$ cat src/rtl/rv32i_pkg.sv
// rv32i_pkg: shared types and sizing for the RV32I data-memory path.
// Holds the arbiter FSM state encoding, the requester (owner) encoding,
// the DM/register sizing constants and the round-robin pick helper.
package rv32i_pkg;

    localparam int DM_AW = 5;
    localparam int XLEN  = 32;

    // Width of the consecutive-locked-grant counter used by the dbg lock.
    localparam int LOCK_CNT_W = 3;

    typedef enum logic [1:0] {
        IDLE  = 2'd0,
        ISSUE = 2'd1,
        WAIT  = 2'd2,
        RESP  = 2'd3
    } arb_state_e;

    typedef enum logic {
        CORE = 1'b0,
        DBG  = 1'b1
    } owner_e;

    // Round-robin choice between two requesters: a lone requester wins,
    // a tie goes to the port that was not granted last.
    function automatic owner_e rr_pick(input logic core_v, input logic dbg_v,
                                       input owner_e last);
        owner_e pick;
        if (core_v && dbg_v) begin
            if (last == DBG) begin
                pick = CORE;
            end else begin
                pick = DBG;
            end
        end else if (core_v) begin
            pick = CORE;
        end else begin
            pick = DBG;
        end
        return pick;
    endfunction

endpackage

$ cat src/rtl/rv32i_rr_arb2.sv
// rv32i_rr_arb2: two-input round-robin grant with a last_grant register.
// lock_i forces the grant to the dbg input (core is blocked even when
// it is the only requester); last_grant advances only on an accepted grant.
module rv32i_rr_arb2
    import rv32i_pkg::*;
(
    input  logic   clk,
    input  logic   rn_i,
    input  logic   req_core_i,
    input  logic   req_dbg_i,
    input  logic   lock_i,
    input  logic   accept_i,
    output logic   gnt_valid_o,
    output owner_e gnt_owner_o,
    output owner_e last_grant_o
);

    owner_e last_grant_q;

    // Select the winner for this cycle from the current requests.
    always_comb begin
        gnt_valid_o = 1'b0;
        gnt_owner_o = CORE;
        if (lock_i) begin
            gnt_valid_o = req_dbg_i;
            gnt_owner_o = DBG;
        end else begin
            gnt_valid_o = req_core_i | req_dbg_i;
            gnt_owner_o = rr_pick(req_core_i, req_dbg_i, last_grant_q);
        end
    end

    // Remember the last accepted winner; reset favours the core on the first tie.
    always_ff @(posedge clk) begin
        if (!rn_i) begin
            last_grant_q <= DBG;
        end else if (accept_i) begin
            last_grant_q <= gnt_owner_o;
        end else begin
            last_grant_q <= last_grant_q;
        end
    end

    assign last_grant_o = last_grant_q;

endmodule

$ cat src/rtl/rv32i_dmem_arbiter.sv
// rv32i_dmem_arbiter: shares the single-port DM between the core MEM stage
// and a debug/loader port. IDLE -> ISSUE -> (WAIT for reads) -> RESP -> IDLE.
// Optional feature macro: RV32I_DMEM_ARB_LOCK_EN (dbg grant lock, bounded
// to 8 consecutive locked grants). Without it dbg_req_lock is ignored.
module rv32i_dmem_arbiter
    import rv32i_pkg::*;
#(
    parameter int AW     = DM_AW,
    parameter int DW     = XLEN,
    parameter int RD_LAT = 1
) (
    input  logic          clk,
    input  logic          RN,
    input  logic          core_req_valid,
    output logic          core_req_ready,
    input  logic          core_req_we,
    input  logic [AW-1:0] core_req_addr,
    input  logic [DW-1:0] core_req_wdata,
    output logic          core_rsp_valid,
    output logic [DW-1:0] core_rsp_rdata,
    input  logic          dbg_req_valid,
    output logic          dbg_req_ready,
    input  logic          dbg_req_we,
    input  logic [AW-1:0] dbg_req_addr,
    input  logic [DW-1:0] dbg_req_wdata,
    output logic          dbg_rsp_valid,
    output logic [DW-1:0] dbg_rsp_rdata,
    input  logic          dbg_req_lock,
    output logic          mem_en,
    output logic          mem_we,
    output logic [AW-1:0] mem_addr,
    output logic [DW-1:0] mem_wdata,
    input  logic [DW-1:0] mem_rdata,
    output logic          busy
);

    arb_state_e    state_q;
    owner_e        owner_q;
    logic          cmd_we_q;
    logic [AW-1:0] cmd_addr_q;
    logic [DW-1:0] cmd_wdata_q;
    logic [2:0]    lat_q;
    logic          mem_en_q;
    logic          mem_we_q;
    logic          busy_q;
    logic          core_rsp_valid_q;
    logic          dbg_rsp_valid_q;
    logic [DW-1:0] core_rsp_rdata_q;
    logic [DW-1:0] dbg_rsp_rdata_q;

    logic          idle_s;
    logic          gnt_valid_s;
    owner_e        gnt_owner_s;
    owner_e        last_grant_s;
    logic          accept_s;
    logic          lock_s;
    logic          sel_we_s;
    logic [AW-1:0] sel_addr_s;
    logic [DW-1:0] sel_wdata_s;

    // Ready is only offered in IDLE and never while reset is asserted.
    assign idle_s   = (state_q == IDLE) && RN;
    assign accept_s = idle_s && gnt_valid_s;

    rv32i_rr_arb2 u_arb (
        .clk          (clk),
        .rn_i         (RN),
        .req_core_i   (core_req_valid),
        .req_dbg_i    (dbg_req_valid),
        .lock_i       (lock_s),
        .accept_i     (accept_s),
        .gnt_valid_o  (gnt_valid_s),
        .gnt_owner_o  (gnt_owner_s),
        .last_grant_o (last_grant_s)
    );

`ifdef RV32I_DMEM_ARB_LOCK_EN
    logic                  lock_q;
    logic [LOCK_CNT_W-1:0] lock_cnt_q;
    logic                  lock_d;
    logic [LOCK_CNT_W-1:0] lock_cnt_d;
    owner_e                unused_last_s;

    assign unused_last_s = last_grant_s;

    // Next lock state: a locked dbg accept extends the lock until the 8th one.
    always_comb begin
        lock_d     = lock_q;
        lock_cnt_d = lock_cnt_q;
        if (accept_s && (gnt_owner_s == DBG)) begin
            if (dbg_req_lock) begin
                if (lock_cnt_q == 3'd7) begin
                    lock_d     = 1'b0;
                    lock_cnt_d = 3'd0;
                end else begin
                    lock_d     = 1'b1;
                    lock_cnt_d = lock_cnt_q + 3'd1;
                end
            end else begin
                lock_d     = 1'b0;
                lock_cnt_d = 3'd0;
            end
        end else begin
            lock_d     = lock_q;
            lock_cnt_d = lock_cnt_q;
        end
    end

    // Lock flag and consecutive-locked-grant counter.
    always_ff @(posedge clk) begin
        if (!RN) begin
            lock_q     <= 1'b0;
            lock_cnt_q <= 3'd0;
        end else begin
            lock_q     <= lock_d;
            lock_cnt_q <= lock_cnt_d;
        end
    end

    assign lock_s = lock_q;
`else
    logic   unused_lock_s;
    owner_e unused_last_s;

    assign unused_lock_s = dbg_req_lock;
    assign unused_last_s = last_grant_s;
    assign lock_s        = 1'b0;
`endif

    // Route the winning requester's payload toward the command register.
    always_comb begin
        sel_we_s    = 1'b0;
        sel_addr_s  = '0;
        sel_wdata_s = '0;
        if (gnt_owner_s == DBG) begin
            sel_we_s    = dbg_req_we;
            sel_addr_s  = dbg_req_addr;
            sel_wdata_s = dbg_req_wdata;
        end else begin
            sel_we_s    = core_req_we;
            sel_addr_s  = core_req_addr;
            sel_wdata_s = core_req_wdata;
        end
    end

    // Transaction FSM with registered memory strobes, busy and responses.
    always_ff @(posedge clk) begin
        if (!RN) begin
            state_q          <= IDLE;
            owner_q          <= CORE;
            cmd_we_q         <= 1'b0;
            cmd_addr_q       <= '0;
            cmd_wdata_q      <= '0;
            lat_q            <= 3'd0;
            mem_en_q         <= 1'b0;
            mem_we_q         <= 1'b0;
            busy_q           <= 1'b0;
            core_rsp_valid_q <= 1'b0;
            dbg_rsp_valid_q  <= 1'b0;
            core_rsp_rdata_q <= '0;
            dbg_rsp_rdata_q  <= '0;
        end else begin
            core_rsp_valid_q <= 1'b0;
            dbg_rsp_valid_q  <= 1'b0;
            case (state_q)
                IDLE: begin
                    if (accept_s) begin
                        state_q     <= ISSUE;
                        owner_q     <= gnt_owner_s;
                        cmd_we_q    <= sel_we_s;
                        cmd_addr_q  <= sel_addr_s;
                        cmd_wdata_q <= sel_wdata_s;
                        mem_en_q    <= 1'b1;
                        mem_we_q    <= sel_we_s;
                        busy_q      <= 1'b1;
                    end else begin
                        state_q  <= IDLE;
                        mem_en_q <= 1'b0;
                        mem_we_q <= 1'b0;
                        busy_q   <= 1'b0;
                    end
                end
                ISSUE: begin
                    mem_en_q <= 1'b0;
                    mem_we_q <= 1'b0;
                    if (cmd_we_q) begin
                        state_q <= RESP;
                        if (owner_q == DBG) begin
                            dbg_rsp_valid_q <= 1'b1;
                        end else begin
                            core_rsp_valid_q <= 1'b1;
                        end
                    end else begin
                        state_q <= WAIT;
                        lat_q   <= 3'(RD_LAT - 1);
                    end
                end
                WAIT: begin
                    if (lat_q == 3'd0) begin
                        state_q <= RESP;
                        if (owner_q == DBG) begin
                            dbg_rsp_valid_q <= 1'b1;
                            dbg_rsp_rdata_q <= mem_rdata;
                        end else begin
                            core_rsp_valid_q <= 1'b1;
                            core_rsp_rdata_q <= mem_rdata;
                        end
                    end else begin
                        lat_q <= lat_q - 3'd1;
                    end
                end
                RESP: begin
                    state_q <= IDLE;
                    busy_q  <= 1'b0;
                end
                default: begin
                    state_q  <= IDLE;
                    mem_en_q <= 1'b0;
                    mem_we_q <= 1'b0;
                    busy_q   <= 1'b0;
                end
            endcase
        end
    end

    assign core_req_ready = accept_s && (gnt_owner_s == CORE);
    assign dbg_req_ready  = accept_s && (gnt_owner_s == DBG);
    assign core_rsp_valid = core_rsp_valid_q;
    assign dbg_rsp_valid  = dbg_rsp_valid_q;
    assign core_rsp_rdata = core_rsp_rdata_q;
    assign dbg_rsp_rdata  = dbg_rsp_rdata_q;
    assign mem_en         = mem_en_q;
    assign mem_we         = mem_we_q;
    assign mem_addr       = cmd_addr_q;
    assign mem_wdata      = cmd_wdata_q;
    assign busy           = busy_q;

endmodule

$ cat config.mk
export PLATFORM = sky130hd
export DESIGN_NAME = rv32i_dmem_arbiter
export DESIGN_NICKNAME = d
export VERILOG_FILES = /design/src/rtl/rv32i_pkg.sv /design/src/rtl/rv32i_rr_arb2.sv /design/src/rtl/rv32i_dmem_arbiter.sv
export SDC_FILE = /design/constraint.sdc
export NUM_CORES = 1
export LEC_CHECK = 0
export BUFFER_PORTS_ARGS = -buffer_cell sky130_fd_sc_hd__buf_2
export CAP_MARGIN = 20
export CORE_ASPECT_RATIO = 1.2
export CORE_MARGIN = 3
export CORE_UTILIZATION = 46
export DETAILED_ROUTE_END_ITERATION = 10
export GPL_ROUTABILITY_DRIVEN = 0
export PLACE_DENSITY = 0.83
export SLEW_MARGIN = 10
export SYNTH_ARGS = -nofsm -noshare
export SYNTH_HDL_FRONTEND = slang
export SYNTH_SLANG_ARGS = --single-unit
$ cat constraint.sdc
create_clock -name clk -period 2.25 [get_ports clk]
set_clock_uncertainty 0.05 [all_clocks]
set_input_delay 0.225 -clock clk [delete_from_list [all_inputs] [get_ports clk]]
set_output_delay 0.225 -clock clk [all_outputs]
set_load 0.03 [all_outputs]
==> flow_summary.ini <==
[pwr]
p_sw_w = 0.00177
clkPwrFrac_pct = 45.8
seqPwrFrac_pct = 35.6
leakage_nw = 2.79
intPower_w = 0.00460
ir_drop_v = 0.000532
power_density_nw_per_um2 = 1000
comb_power_share_pct = 18.5
p_sw_share_pct = 27.8

[finish]
seq_area_um2 = 2280
multi_input_area_um2 = 2030
final_nets = 888
stdcell_area_um2 = 6360
diodes = 0
drive_above_1_share_pct = 34.2
fin_util_pct = 66.2
fill_cells = 781
syn2layout_area_growth_pct = 38.9

[clocking]
cts_tree = built
clk-insertion-delay-late_ps = 400
clk_path_buf_depth = 2
clk_pin_slew_ps = 50
numCtsBuffers = 17
post_cts_resized = 0
cts_sinks = 114
h-tree-depth = 4
post_cts_buffers = 0
ctsHoldBuffers = 0
cts-root-buf = clkbuf_16

[die]
die_w_um = 97.1
die_h_um = 115
fp-row-count = 39
core_um2 = 9610
dieArea_um2 = 11200
start_util_pct = 47.7
io_pins = 221

[timing]
relSlewSlack_pct = 56.5
worst_slew_pin_slew_ps = 652
fin_tns_setup_ps = 0
fin_crit_sh_pct = 91.7
setup_viol = 0
finalCriticalPeriod_ps = 2060
fmax_ghz = 0.485
worst_slack_ps = 187
rsz0062_at_grt = no
drv_slew = 0
finalHoldViolCount = 0

[logic_synthesis]
ys_types = 38
yosys.area.top_type = dfxtp_1
synth-edff-count = 0
yosysMostFrequentCell = nand2_1
synthCells = 572
synth_seq_cells = 114
synth_seq_area_share_pct = 49.8
syn_nets = 691
syn_area_per_cell_um2 = 8.01
synthTopCellsByArea = dfxtp_1 (50%), nand2_1 (14%), a21oi_1 (7.8%)
synth_area_um2 = 4580
synth-main-ff-cell = dfxtp_1
synth.top_cell.area_share_pct = 49.8
synth-async-reset-ratio_pct = 0
yosys-top-cells-count = nand2_1 (169), dfxtp_1 (114), a21oi_1 (71)
ys_warn_count = 0

[global_routing]
overflow = 0
grt_pass1_wl_mm = 21.5
grt_pass1_vias = 4592
grt_usage_pct = 23.4
grt_max_degree = 64
antenna_found_initial = 0

[critical_path]
crit_chain = inv_1 -> ha_2 -> and2_1 -> nand3_1 -> inv_1 -> buf_2
critical_path_class = flop to output pin
path_delay_family = buffers and inverters
crit_slowest_cell = dfxtp_1
arrival_ps = 1790
crit_path_end_kind = output pin
cpMostUsedCell = inv_1
worst-path-max-fanout = 7
required_ps = 1980
critPathBufInv = 3
worstSetupStartpointType = flop
slowest_delay_ps = 320

[routing]
finalWirelength_mm = 13.5
via_per_inst = 5.47
drtIter0Drc = 238
wl_per_cell_um = 14.9
drc_errors = 0
num_vias = 4948
drt_first_pass_iters = 4
drtAntennaViolNets = 0

[placement]
portBuffers = 219
place_ws_ps = 352
placed_cell_area_um2 = 5690
dp_hpwl_mm = 9.44

[status]
status = complete, no violations

[min_path]
hold_path.class = input port to flop

[job]
drv_cap = 0
power groups by stage:
stage               sequential [W]  clock (W)  combinational [W]
floorplan                  0.00256          0           0.000534
global placement           0.00230          0            0.00112
detailed placement         0.00231          0            0.00115
CTS                        0.00227    0.00297            0.00116
global route               0.00229    0.00306            0.00128
finish                     0.00227    0.00292            0.00118
sequential cells by signal (all words and copies together), names as in the netlist, 2 cells and up:
name            flops
core_rsp_rdata     32
dbg_rsp_rdata      32
mem_wdata          32
mem_addr            5
lat_q               3
state_q             2
path summary, 6_finish.rpt:
path         slack [ps]              start           endpoint  cells after the start
min reg2reg         400  core_rsp_rdata[1]  core_rsp_rdata[1]                      2
min                  20       mem_rdata[4]  core_rsp_rdata[4]                      3
max                 190         state_q[1]      dbg_req_ready                      6
max reg2reg         410         state_q[1]        mem_addr[2]                      6
per-layer routing:
layer | vias up | wire [um] | global-route usage [%]
li1 | 2383 | - | -
met1 | 2278 | 5250 | 26.5
met2 | 262 | 6610 | 40.2
met3 | 25 | 1360 | 8.19
met4 | 0 | 256 | 10.5
met5 | - | 0 | 0
through the flow:
step / instances / total power [W] / hold slack (ps)
finish: 904 / 0.00637 / 22.7
global route: 904 / 0.00662 / 19.7
CTS: 903 / 0.00639 / 3.86
detailed placement: 872 / 0.00346 / 394
global placement: 872 / 0.00342 / 388
floorplan: 572 / 0.00309 / 311
cells in the final DEF, fill, tap and decap left out, types with 2 or more instances in the layout:
cell type  instances
buf_2            219
nand2_1          169
dfxtp_1          114
a21oi_1           71
nand3_1           41
a31oi_1           38
nand4_1           37
clkbuf_16         17
buf_4             10
inv_1              7
clkinv_2           5
ha_1               5
bufinv_16          5
nor2_1             4
nand2b_1           3
o31ai_1            3
clkbuf_8           3
and2_1             2
and3_1             2
nor2b_1            2
or4_1              2
final cells by class:
cell class,instances,share of cell area (%)
clock buffer,21,7.39
clock inverter,10,2.81
inverter,8,0.491
multi-input combinational,397,31.9
sequential,114,35.9
tap,123,2.42
timing repair buffer,231,19.1
cell families (layout without fill, tap and decap cells):
family | after synthesis | count (layout) | share of synthesized area (%)
simple gates | 272 | 272 | 27.3
compound gates | 118 | 118 | 14.6
flops | 114 | 114 | 49.8
buf+inv | 61 | 270 | 6.50
fa+ha+maj | 6 | 6 | 1.64
mux | 1 | 1 | 0.218
worst reg2reg max path, delay by kind of cell (launching register included):
kind | cells | cell delay (ps)
adder cells (fa/ha/maj) | 1 | 300
buffers and inverters | 2 | 480
flip-flops | 1 | 320
AND/OR/NAND/NOR | 2 | 390
AO/OA/AOI/OAI | 1 | 210
Note: power is estimated with default switching activity, not from simulation.
